### config.mk
export PLATFORM = sky130hd
export DESIGN_NAME = uart_fifo_transmitter
export DESIGN_NICKNAME = d
export VERILOG_FILES = /design/src/rtl/uart_fifo_transmitter.sv
export SDC_FILE = /design/constraint.sdc
export NUM_CORES = 1
export LEC_CHECK = 0
export CAP_MARGIN = 30
export CORE_MARGIN = 5
export CORE_UTILIZATION = 50
export CTS_CLUSTER_SIZE = 40
export DETAILED_ROUTE_END_ITERATION = 10
export PLACE_DENSITY = 0.74
export SLEW_MARGIN = 40
export SYNTH_ARGS = -nofsm -noshare
export SYNTH_HDL_FRONTEND = slang
export SYNTH_SLANG_ARGS = --single-unit
export TNS_END_PERCENT = 30
### constraint.sdc
create_clock -name i_clk -period 2 [get_ports i_clk]
set_clock_uncertainty 0.05 [all_clocks]
set_input_delay 0.2 -clock i_clk [delete_from_list [all_inputs] [get_ports i_clk]]
set_output_delay 0.2 -clock i_clk [all_outputs]
set_load 0.05 [all_outputs]
### src/rtl/uart_fifo_transmitter.sv
// uart_fifo_transmitter: UART TX that pops words from a FWFT FIFO and serialises them at 16x oversample.
// Optional even parity bit enabled by defining UART_TX_PARITY_EN.
module uart_fifo_transmitter #(
  parameter int DBIT    = 8,
  parameter int SB_TICK = 16,
  parameter int DVSR    = 326
) (
  input  logic            i_clk,
  input  logic            i_reset,
  input  logic            i_fifo_empty,
  input  logic [DBIT-1:0] i_fifo_data,
  output logic            o_fifo_rd,
  output logic            o_tx,
  output logic            o_tx_busy,
  output logic            o_tx_done_tick
);
  localparam int CW = DVSR > 1 ? $clog2(DVSR) : 1;
  localparam int TW = SB_TICK > 16 ? $clog2(SB_TICK) : 4;
  localparam int NW = DBIT > 1 ? $clog2(DBIT) : 1;
  typedef enum logic [2:0] {
    IDLE,
    START,
    DATA,
`ifdef UART_TX_PARITY_EN
    PARITY,
`endif
    STOP
  } state_t;
  state_t state, state_n;
  logic [CW-1:0] cnt, cnt_n;
  logic [TW-1:0] s, s_n;
  logic [NW-1:0] n, n_n;
  logic [DBIT-1:0] b, b_n;
  logic tx, tx_n, rd, done, tick;
  assign tick = state != IDLE && cnt == CW'(DVSR - 1);
  assign cnt_n = (state == IDLE || tick) ? '0 : cnt + 1'b1;
  always_ff @(posedge i_clk) begin
    if (i_reset) begin
      state <= IDLE;
      cnt   <= '0;
      s     <= '0;
      n     <= '0;
      b     <= '0;
      tx    <= 1'b1;
    end else begin
      state <= state_n;
      cnt   <= cnt_n;
      s     <= s_n;
      n     <= n_n;
      b     <= b_n;
      tx    <= tx_n;
    end
  end
  // The word rotates rather than shifts, so after DBIT bits it is whole again for parity.
  always_comb begin
    state_n = state;
    s_n     = s;
    n_n     = n;
    b_n     = b;
    tx_n    = tx;
    rd      = 1'b0;
    done    = 1'b0;
    case (state)
      IDLE:
        if (!i_fifo_empty) begin
          b_n     = i_fifo_data;
          rd      = 1'b1;
          tx_n    = 1'b0;
          state_n = START;
        end
      START:
        if (tick) begin
          s_n = s + 1'b1;
          if (s == TW'(15)) begin
            s_n     = '0;
            tx_n    = b[0];
            state_n = DATA;
          end
        end
      DATA:
        if (tick) begin
          s_n = s + 1'b1;
          if (s == TW'(15)) begin
            s_n  = '0;
            b_n  = {b[0], b[DBIT-1:1]};
            tx_n = b_n[0];
            n_n  = n + 1'b1;
            if (n == NW'(DBIT - 1)) begin
              n_n     = '0;
`ifdef UART_TX_PARITY_EN
              tx_n    = ^b;
              state_n = PARITY;
`else
              tx_n    = 1'b1;
              state_n = STOP;
`endif
            end
          end
        end
`ifdef UART_TX_PARITY_EN
      PARITY:
        if (tick) begin
          s_n = s + 1'b1;
          if (s == TW'(15)) begin
            s_n     = '0;
            tx_n    = 1'b1;
            state_n = STOP;
          end
        end
`endif
      STOP:
        if (tick) begin
          s_n = s + 1'b1;
          if (s == TW'(SB_TICK - 1)) begin
            s_n     = '0;
            done    = 1'b1;
            state_n = IDLE;
          end
        end
      default: state_n = IDLE;
    endcase
  end
  assign o_fifo_rd      = rd & ~i_reset;
  assign o_tx_done_tick = done & ~i_reset;
  assign o_tx           = tx;
  assign o_tx_busy      = state != IDLE;
endmodule

; ---- After elaboration in Yosys (flattened, before gate mapping)
; Index checks and enable logic that the tools add are counted.
[word_totals]
register_bits = 28
input_bits = 11
out_inout_bits = 4
wordCells = 66
[op_classes]
n_addsub = 3
eq_ne = 14
muxes = 27
n_bitwise = 3
n_reduce_logical = 13
[op_table]
columns = cell, count
row1 = 3-bit 2-to-1 mux, 9
row2 = 8-bit 2-to-1 mux, 3
row3 = 2-bit inequality test (second input constant), 8
row4 = 8-bit one-hot mux with 2 select lines, 1
row5 = 3-bit one-hot mux with 4 select lines, 1
row6 = 1-bit 2-to-1 mux, 11
row7 = 9-bit by 1-bit adder with 9-bit output (second input constant), 1
row8 = 9-bit == test (second input constant), 1
row9 = 8-bit AND reduction, 1
row10 = 3-bit by 2-bit == test with 1-bit output (second input constant), 2
row11 = 6-bit AND reduction, 1
row12 = 3-bit nonzero test, 2
row13 = 4-bit by 1-bit adder with 4-bit output (second input constant), 1
row14 = 4-bit == test (second input constant), 1
row15 = 4-bit 2-to-1 mux, 1
row16 = 4-bit AND reduction, 1
row17 = 3-bit by 1-bit adder with 3-bit output (second input constant), 1
row18 = 3-bit by 1-bit == test with 1-bit output (second input constant), 1
row19 = 3-bit == test (second input constant), 1
row20 = 3-bit logical NOT, 1
row21 = 1-bit one-hot mux with 3 select lines, 1
row22 = 3-bit AND reduction, 1
row23 = 3-bit OR reduction, 1
row24 = 1-bit AND, 2
row25 = other kinds (6), 6

; ---- Longest topological paths before layout
[logic_depth]
word_depth = 5
ltp_mapped = 8
mapped_depth_nobuf = 6

; ---- Least setup slack after synthesis
; Ideal clock, no wire load.
[synth_path]
path_type = reg2out
start = register cnt[7]
end = output port o_tx_done_tick
arrival_time_ns = 2.830
required_time_ns = 1.750
setup_slack_ns = -1.080
path_stages_with_launch = 5
path_buffers = 1
cell_sequence = dfxtp_1 > or4b_4 > buf_6 > nor3_4 > nor4b_1
[synth_between]
elab_chain_cells = 5
[synth_lines]
columns = item, line
row1 = from (decl), 30  ; logic [CW-1:0] cnt, cnt_n;
row2 = from (signal assigned), 47  ; cnt <= cnt_n;
row3 = 9-bit == test, 35  ; assign tick = state != IDLE && cnt == CW'(DVSR - 1);
row4 = 1-bit logical AND, 35
row5 = 1-bit 2-to-1 mux, 112  ; if (tick) begin
row6 = 1-bit 2-to-1 mux, 63  ; case (state)
row7 = 1-bit AND, 124  ; assign o_tx_done_tick = done & ~i_reset;
row8 = to (decl), 15  ; output logic o_tx_done_tick
; No other way between the ends.

; ---- Worst setup path after layout
[layout_path]
start = register cnt[5]
end = output port o_tx_done_tick
; The elaborated chain is that of the path after synthesis.

==> metrics.log <==
[metrics] overall die area: 0.00414 mm2
[metrics] overall via count from detail_route: 1182
[metrics] final routed DRC violation total: 0
[metrics] maximum number of pins on one net before global-route repair: 17
[metrics] wire length of the first global-routing pass: 5240 um
[metrics] number of slew-limit violations in the final report: 0
[metrics] ys async rst share: 0%
[metrics] type of origin of the critical path: flip-flop
[metrics] share of cells above drive strength 1: 23.5%
[metrics] cell taking the most area after synthesis: dfxtp_1
[metrics] via count of the first global-routing pass: 1260
[metrics] maximum capacitance violations: 0
[metrics] RSZ-0062 raised after global routing: true
[metrics] later-pin clock latency in the skew report: 0.33 ns
[metrics] antenna violations before repair: 0
[metrics] Yosys top cell area share: 36.6%
[metrics] reg-to-reg critical path startpoint: cnt[5]
[metrics] DR vias/cell: 5.63
[metrics] combined global-route utilization of all metal layers: 15.5%
[metrics] Syn Area/Cell: 9.53 um2
[metrics] Cells on Worst Hold Path: 1
[metrics] top cells by area, synth: dfxtp_1 37%, mux2i_1 11%, ha_1 7.6%
[metrics] Max Buffers Root-to-Sink: 2
[metrics] count of cell types in the netlist: 38
[metrics] total of endpoints with negative setup slack in the final report: 1
[metrics] Initial Utilization: 52.6%
[metrics] DRT antenna net count: 0
[metrics] total power: 1.70 mW
[metrics] ANT cells: 0
[metrics] arrival time of the worst setup path: 1.85 ns
[metrics] endpoint of the worst-slack reg-to-reg timing path: state[1]
[metrics] share of synthesized area occupied by flip-flops and latches: 36.6%
[metrics] Post-Synthesis Cells: 155
[metrics] number of rows created at floorplan: 19
[metrics] slew at the pin with the worst max-slew slack: 0.505 ns
[metrics] worst r2r path cells: 5
[metrics] path type of the worst min-delay path: reg -> reg
[metrics] GPL Wtd Cong: 0.937
[metrics] sinks on the clock net: 27
[metrics] YS warnings: 0
[metrics] hold path startpoint: cnt[0]
[metrics] share of the clock period used by the worst path: 105%
[metrics] peak clock frequency supported by timing: 477 MHz
[metrics] hold_ws: 0.418 ns
[metrics] Critical Path Sink Type: primary output
[metrics] Post-Synthesis Net Count: 175
[metrics] r2r setup slk: 0.02 ns
[metrics] die outline height: 64.3 um
[metrics] Routed WL per cell: 14.2 um
[metrics] clock period minus worst slack: 2.10 ns
[metrics] number of enable flip-flop cells after synthesis: 0
[metrics] prevailing post-synth register cell: dfxtp_1
[metrics] setup_tns: -0.0959 ns
[metrics] violated checks: negative setup slack
[metrics] Worst Hold Path EP: cnt[0]
[metrics] routed wire length: 2970 um
[metrics] Data required, critical path: 1.75 ns
[metrics] HPWL after DPL: 2190 um
[metrics] total number of H-tree levels: 1
[metrics] root cell of the clock tree: clkbuf_4
[metrics] number of register bits inferred by synthesis: 27
[metrics] maximum VDD drop: 508 uV
[metrics] clock transition at the registers of the reported paths: 0.16 ns
[metrics] die boundary width: 64.3 um
[metrics] status: finished, violations left
[metrics] Max transition margin: 65.5%
[metrics] number of placed I/O pins: 15
[metrics] CTS tree: built
[metrics] power per standard cell area: 941 mW/mm2
[metrics] placeable core area: 0.00281 mm2
[metrics] area of the mapped netlist: 0.00148 mm2
[metrics] DR pass1 iterations: 4
[metrics] quantity of I/O buffers inserted on ports: 14
[metrics] static leakage: 0.727 nW
[metrics] GRT overflow: 0
[metrics] initial drt markers: 66
[metrics] area delta synth->final: 22.4%
[metrics] worst setup margin: -0.0959 ns
[metrics] net total in the final layout: 200
[metrics] clock buffer count from CTS: 3
[metrics] Hold Violations, Final: 0
[metrics] Critical Path Fanout Max: 3
[metrics] utilization after layout: 64.4%
[metrics] startpoint-to-endpoint class of the critical path: reg -> out
[metrics] hold-fix buffers at CTS: 0
==> what timing repair did <==
action,CTS,global route
endpoints found under the setup margin,1,13
resized for setup,5,4
setup buffers,3,1
endpoints found under the hold margin,0,0
pin swaps,1,2
==> synth_stat cells, types with 2 or more instances <==
master / number
a211oi_2: 7
dfxtp_1: 27
nand3_1: 5
xnor2_1: 4
inv_1: 5
nor3_1: 10
buf_6: 2
nor4_4: 2
mux2i_1: 16
or3_1: 3
nand2_1: 7
nand2b_1: 2
xor2_1: 2
clkbuf_1: 3
nor2_1: 20
o21ai_0: 5
nor4b_1: 2
ha_1: 9
a21oi_1: 5
==> flip-flops by register name, summed over array words and instances, names as in the netlist <==
register	flops
b	8
state	2
s	4
n	3
o_tx	1
cnt	9
==> per-layer routing <==
metal / share of wire, % / GRT usage, % / vias up / wire length (um)
met5: 0 / 0 / - / 0
li1: - / - / 606 / -
met3: 3.9 / 3.85 / 5 / 117
met4: 1.5 / 6.86 / 0 / 44
met1: 44 / 17.2 / 552 / 1300
met2: 51 / 27.8 / 19 / 1510
==> worst max path at each step <==
stage	slack, ns	from	endpoint	depth (start not counted)
2_1_floorplan	-0.07	cnt[7]	o_tx_done_tick	4
3_3_place_gp	0.15	i_fifo_empty	state[1]	5
3_5_place_dp	0.17	state[0]	state[1]	6
4_1_cts	-0.12	cnt[5]	o_tx_done_tick	4
5_1_grt	-0.18	cnt[5]	o_tx_done_tick	4
6_report	-0.1	cnt[5]	o_tx_done_tick	4
==> cells in the final DEF, fill, tap and decap left out, types with 2 or more instances in the layout <==
master            n
xor2_1            2
nand2_1           7
nor2_1           20
clkdlybuf4s50_1  11
nor3_1           10
mux2i_1          16
inv_1             5
nand2b_1          2
buf_12            3
o21ai_0           5
dfxtp_1          20
dfxtp_2           7
buf_4            13
a21oi_1           5
nor4_4            2
ha_1              9
xnor2_1           4
a211oi_2          7
nand3_1           5
or3_1             3
clkbuf_4          3
==> metrics by stage <==
stage          instance area [um2]  setup WS [ns]  cells
5_1_grt                       1810         -0.175    210
3_3_place_gp                  1730          0.154    202
3_5_place_dp                  1730          0.168    202
4_1_cts                       1790         -0.123    209
2_1_floorplan                 1490        -0.0675    155
6_report                      1810        -0.0959    210
==> layout make-up <==
| type | count | area [um2] |
|---|---|---|
| timing repair buffer | 28 | 279 |
| sequential | 27 | 549 |
| inverter | 5 | 18.8 |
| fill | 242 | 998 |
| multi-input combinational | 115 | 891 |
| tap | 31 | 38.8 |
| clock inverter | 1 | 7.51 |
| clock buffer | 3 | 22.5 |
==> cells by family (layout without fill, tap and decap cells) <==
group	Yosys count	count (layout)	synth area share, %
and+or+nand+nor	59	59	23.3
DFF	27	27	36.6
AOI/OAI and AO/OA	25	25	13.4
muxes	16	16	10.8
buffers and inverters	13	37	4.66
adders and majority gates	9	9	7.63
xor gates and xnor gates	6	6	3.56
==> report_power, final <==
part / switching [mW] / leakage, nW / internal (mW)
clock network: 0.175 / 0.0139 / 0.0765
logic: 0.435 / 0.490 / 0.351
registers: 0.0477 / 0.223 / 0.616
total: 0.658 / 0.727 / 1.04
==> worst max-delay path: stages (launching register included) <==
cell	delay [ns]
dfxtp_2	0.36
or4b_4	0.56
nor3_4	0.15
nor4b_4	0.27
buf_12	0.18
No activity file was read; power rests on OpenSTA's default activity.
